File: src/rtl/demux4_12_pkg.sv
// Shared types and helpers for the 1-to-4 word demultiplexer.
package demux_pkg;

  localparam int unsigned LANES = 4;
  localparam int unsigned SEL_W = 2;

  typedef logic [SEL_W-1:0] lane_t;

  // Saturating increment: holds at max_val instead of wrapping.
  function automatic logic [31:0] sat_inc(input logic [31:0] cnt, input logic [31:0] max_val);
    return (cnt >= max_val) ? cnt : cnt + 32'd1;
  endfunction

endpackage

File: src/rtl/demux4_12_lane_slot.sv
// One output lane: single-entry holding register plus saturating delivered-word counter.
module lane_slot
  import demux_pkg::*;
#(
  parameter int unsigned WIDTH = 12,
  parameter int unsigned CNT_W = 8
) (
  input  logic             clk,
  input  logic             reset,
  input  logic             load,
  input  logic [WIDTH-1:0] in_data,
  input  logic             out_ready,
  output logic             out_valid,
  output logic [WIDTH-1:0] out_data,
  output logic [CNT_W-1:0] cnt
);

  localparam logic [CNT_W-1:0] CNT_MAX = '1;

  logic drain;

  assign drain = out_valid && out_ready;

  // A load overrides a simultaneous drain so the lane sustains one word per cycle.
  always_ff @(posedge clk) begin
    if (reset) begin
      out_valid <= 1'b0;
      out_data  <= '0;
      cnt       <= '0;
    end else begin
      if (load) begin
        out_valid <= 1'b1;
        out_data  <= in_data;
      end else if (drain) begin
        out_valid <= 1'b0;
      end
      if (drain) begin
        cnt <= CNT_W'(sat_inc(32'(cnt), 32'(CNT_MAX)));
      end
    end
  end

endmodule

File: src/rtl/demux4_12.sv
// 1-to-4 stream demultiplexer for 12-bit words with per-lane holding registers and counters.
module demux4_12
  import demux_pkg::*;
#(
  parameter int unsigned WIDTH = 12,
  parameter int unsigned CNT_W = 8
) (
  input  logic                   clk,
  input  logic                   reset,
  input  logic [WIDTH-1:0]       in_data,
  input  lane_t                  in_sel,
  input  logic                   in_valid,
  output logic                   in_ready,
  output logic [LANES*WIDTH-1:0] out_data,
  output logic [LANES-1:0]       out_valid,
  input  logic [LANES-1:0]       out_ready,
  output logic [LANES*CNT_W-1:0] out_cnt
);

  logic [LANES-1:0] full;
  logic [LANES-1:0] load;

  // Only the selected lane gates acceptance; other lanes may be stalled freely.
  always_comb begin
    in_ready = 1'b0;
    if (!reset) begin
      in_ready = !full[in_sel] || out_ready[in_sel];
    end
  end

  always_comb begin
    load = '0;
    for (int unsigned k = 0; k < LANES; k++) begin
      if (in_valid && in_ready && (in_sel == lane_t'(k))) begin
        load[k] = 1'b1;
      end
    end
  end

  for (genvar k = 0; k < LANES; k++) begin : g_lane
    lane_slot #(
      .WIDTH (WIDTH),
      .CNT_W (CNT_W)
    ) u_lane (
      .clk       (clk),
      .reset     (reset),
      .load      (load[k]),
      .in_data   (in_data),
      .out_ready (out_ready[k]),
      .out_valid (full[k]),
      .out_data  (out_data[k*WIDTH +: WIDTH]),
      .cnt       (out_cnt[k*CNT_W +: CNT_W])
    );
  end

  assign out_valid = full;

endmodule
File: config.mk
export PLATFORM = sky130hd
export DESIGN_NAME = demux4_12
export DESIGN_NICKNAME = d
export VERILOG_FILES = /design/src/rtl/demux4_12_pkg.sv /design/src/rtl/demux4_12_lane_slot.sv /design/src/rtl/demux4_12.sv
export SDC_FILE = /design/constraint.sdc
export NUM_CORES = 1
export LEC_CHECK = 0
export ABC_AREA = 1
export BUFFER_PORTS_ARGS = -buffer_cell sky130_fd_sc_hd__buf_2
export CORE_UTILIZATION = 35
export CTS_BUF_LIST = sky130_fd_sc_hd__clkbuf_8
export CTS_CLUSTER_SIZE = 20
export DETAILED_ROUTE_END_ITERATION = 16
export PLACE_DENSITY = 0.6
export REMOVE_ABC_BUFFERS = 1
export SYNTH_ARGS = -nofsm -noshare
export SYNTH_HDL_FRONTEND = slang
export SYNTH_SLANG_ARGS = --single-unit
File: constraint.sdc
create_clock -name clk -period 3.4 [get_ports clk]
set_clock_uncertainty 0.15 [all_clocks]
set_input_delay 0.68 -clock clk [delete_from_list [all_inputs] [get_ports clk]]
set_output_delay 0.68 -clock clk [all_outputs]
set_load 0.01 [all_outputs]
==> flow_summary_export.csv <==
group,metric,value,unit
status,status,"complete, no violations",
place,hpwlAfterDp,6450,um
place,gp_congestion,0.791,
global_routing,grt_overflow,0,
worst_setup_path,reg2reg_from,"g_lane[0].u_lane.cnt[0]",
sta,drv_slew,0,
sta,tightestPinTransition,0.757,ns
sta,finalHoldViolations,0,
logic_synthesis,async_flop_share,0,%
sta,setup_violations,0,
clocking,cts_max_level,3,
pwr,ir_drop,197,uV
worst_setup_path,cp_slowest_stage_delay,0.18,ns
detailed_routing,drt-pass1-iter-count,4,
clocking,clk_latency,0.35,ns
logic_synthesis,synth_top_area_cell,"dfxtp_1",
logic_synthesis,yosysSeqAreaShare,42.8,%
layout,n_antenna_cell,0,
place,place_inst,806,
worst_setup_path,worstReg2RegEnd,"g_lane[0].u_lane.cnt[5]",
detailed_routing,drt_iter0_drc,159,
global_routing,grt_max_degree,38,
worst_setup_path,worstPathCellList,"buf_2 > inv_2 > nand2_1 > nand2_1 > nand2_1 > nand2_2 > a21oi_1 > buf_2",
sta,final.setup.worst_slack,1.02,ns
detailed_routing,vias,3601,
sta,relSlewSlack,49.5,%
sta,setup_tns,0,ns
logic_synthesis,synthTopCellsByCount,"nand2_1 (172), nor2_1 (127), dfxtp_1 (84)",
logic_synthesis,ys_warn_count,0,
detailed_routing,via_per_inst,4.38,
worst_setup_path,crit_cells,8,
pwr,powerDensity,407,nW/um2
detailed_routing,wl_per_cell,11.0,um
floorplanning,fp.dieW,108,um
logic_synthesis,yosys.cell_count.top_type,"nand2_1",
clocking,post_cts_buffers,0,
global_routing,grt_first_pass_wirelength,14600,um
logic_synthesis,ys_top_cells_by_area,"dfxtp_1 (43%), nand2_1 (16%), nor2_1 (12%)",
clocking,cts_tree,"built",
layout,final_area,4670,um2
floorplanning,die_h,108,um
job,drv_cap,0,
clocking,cts_resized,0,
layout,syn_to_final_growth,18.9,%
logic_synthesis,syn_avg_cell_area,6.75,um2
worst_setup_path,worst_ep_arrival_time,1.55,ns
detailed_routing,ant_nets,0,
detailed_routing,wl,9050,um
logic_synthesis,ys_types,24,
floorplanning,core,10900,um2
floorplanning,row_count,38,
clocking,cts_buffers,9,
layout,layout-drive-gt1-share,19.6,%
logic_synthesis,synth_top_area_share,42.8,%
worst_setup_path,endpoint_kind,"output port",
sta,period_needed,2.38,ns
place,io_buffers,105,
logic_synthesis,syn_inst,582,
clocking,cts-root-buf,"clkbuf_8",
floorplanning,die_area,11600,um2
worst_setup_path,worst-path-max-fanout,8,
worst_setup_path,path_delay_family,"buffers and inverters",
layout,finalNonFillerCells,822,
logic_synthesis,synth_area,3930,um2
detailed_routing,route.detailed.drc,0,
place,place_ws,0.968,ns
place,dpl_cell_area,4470,um2
worst_setup_path,cpMaxStageDelayCell,"buf_2",
sta,layout_worst_path_cycle_share,69.9,%
clocking,cts.path.max_buffers,2,
worst_setup_path,path_buf_inv,3,
worst_setup_path,critPathKind,"in -> out",
logic_synthesis,synth-seq-cells,84,
pwr,p_leak,2.49,nW
sta,rsz0062_at_grt,"no",
worst_setup_path,start_kind,"input port",
worst_setup_path,required,2.57,ns
clocking,clkSinkCount,84,
layout,finalNetCount,702,
floorplanning,initial_core_util,36.1,%
worst_setup_path,crit_top_cell,"nand2_1",
sta,max_freq,421,MHz
worst_setup_path,r2r_cells,7,
global_routing,antenna_found_initial,0,
worst_hold_path,hold_class,"reg -> reg",
global_routing,grt_pass1_vias,3239,
clocking,holdBufCountCts,0,
sta,timing.hold.ws,0.319,ns
worst_setup_path,crit_end,"in_ready",
floorplanning,ios,106,
global_routing,track_usage,16.0,%
clocking,clk_pin_slew,0.08,ns
worst_setup_path,reg2reg_slack,1.33,ns
worst_setup_path,crit_start,"in_sel[0]",
logic_synthesis,synth-edff-count,0,
logic_synthesis,synth_ff_type,"dfxtp_1",
layout,fillers,1164,
-- worst min-delay path by stage --
stage / slack (ns) / depth (start not counted) / end / start
2_1_floorplan: 0.33 / 2 / g_lane[0].u_lane.cnt[4] / g_lane[0].u_lane.cnt[4]
3_3_place_gp: 0.30 / 2 / g_lane[0].u_lane.cnt[4] / g_lane[0].u_lane.cnt[4]
3_5_place_dp: 0.31 / 2 / g_lane[0].u_lane.cnt[4] / g_lane[0].u_lane.cnt[4]
4_1_cts: 0.32 / 2 / g_lane[0].u_lane.cnt[4] / g_lane[0].u_lane.cnt[4]
5_1_grt: 0.34 / 2 / g_lane[0].u_lane.cnt[4] / g_lane[0].u_lane.cnt[4]
6_report: 0.32 / 2 / g_lane[0].u_lane.cnt[4] / g_lane[0].u_lane.cnt[4]
-- cell usage in the layout (no fill, tap or decap), types with 3 or more instances in the layout --
master	Yosys	routed
nand2_1	172	172
inv_2	3	3
buf_2	6	105
o21ai_0	15	15
nand3_1	11	11
xor2_1	6	6
dfxtp_1	84	84
nand4_4	4	4
nor2_1	127	127
xnor2_1	3	3
ha_1	4	4
nand4_1	7	7
a21oi_1	27	27
clkbuf_8	0	9
inv_1	81	81
nor3_1	7	7
-- where the power goes --
| part | switching, mW | leakage (nW) | total (mW) | internal [mW] |
|---|---|---|---|---|
| sequential | 0.0132 | 0.680 | 1.02 | 1.01 |
| combinational | 0.103 | 1.71 | 0.156 | 0.0534 |
| clock | 0.379 | 0.100 | 0.722 | 0.343 |
-- worst reg2reg max path: stages (launching register included) --
cell	delay (ns)
dfxtp_1	0.35
ha_1	0.24
nand2_1	0.09
nor2_1	0.06
a21oi_1	0.62
nand3_1	0.20
o21ai_0	0.21
nor2_1	0.05
-- per-layer routing --
metal | global-route usage (%) | vias to the layer above | share of wire, %
met5 | 0 | - | 0
met1 | 18.9 | 1585 | 46
met4 | 6.46 | 0 | 1.1
li1 | - | 1946 | -
met2 | 27.9 | 63 | 49
met3 | 3.81 | 7 | 4.3
-- metrics by stage --
step | util [%] | total power, mW
2_1_floorplan | - | 1.13
3_3_place_gp | 41.0 | 1.20
4_1_cts | 42.9 | 1.93
6_report | 42.9 | 1.90
5_1_grt | 42.9 | 2.00
3_5_place_dp | 41.0 | 1.20
-- state kept, by name, indices dropped and copies added, names as in the netlist --
signal,flops
g_lane.u_lane.out_data,48
g_lane.u_lane.cnt,32
g_lane.u_lane.out_valid,4
-- cell type report --
class / instances / area, um2 / share of cell area, %
Clock buffer: 9 / 124 / 2.65
Multi-Input combinational cell: 391 / 1760 / 37.6
Clock inverter: 7 / 73.8 / 1.58
Tap cell: 140 / 175 / 3.75
Sequential cell: 84 / 1680 / 36.0
Inverter: 84 / 315 / 6.76
Timing Repair Buffer: 107 / 541 / 11.6
-- cell families after synthesis --
logic type               after synthesis  share of synthesized area, %
AO/OA/AOI/OAI                         44                          5.74
XOR/XNOR                               9                          2.01
adder cells (fa/ha/maj)                4                          1.27
buffers and inverters                107                          12.4
flip-flops                            84                          42.8
AND/OR/NAND/NOR                      334                          35.7
No activity file was read; power rests on OpenSTA's default activity.
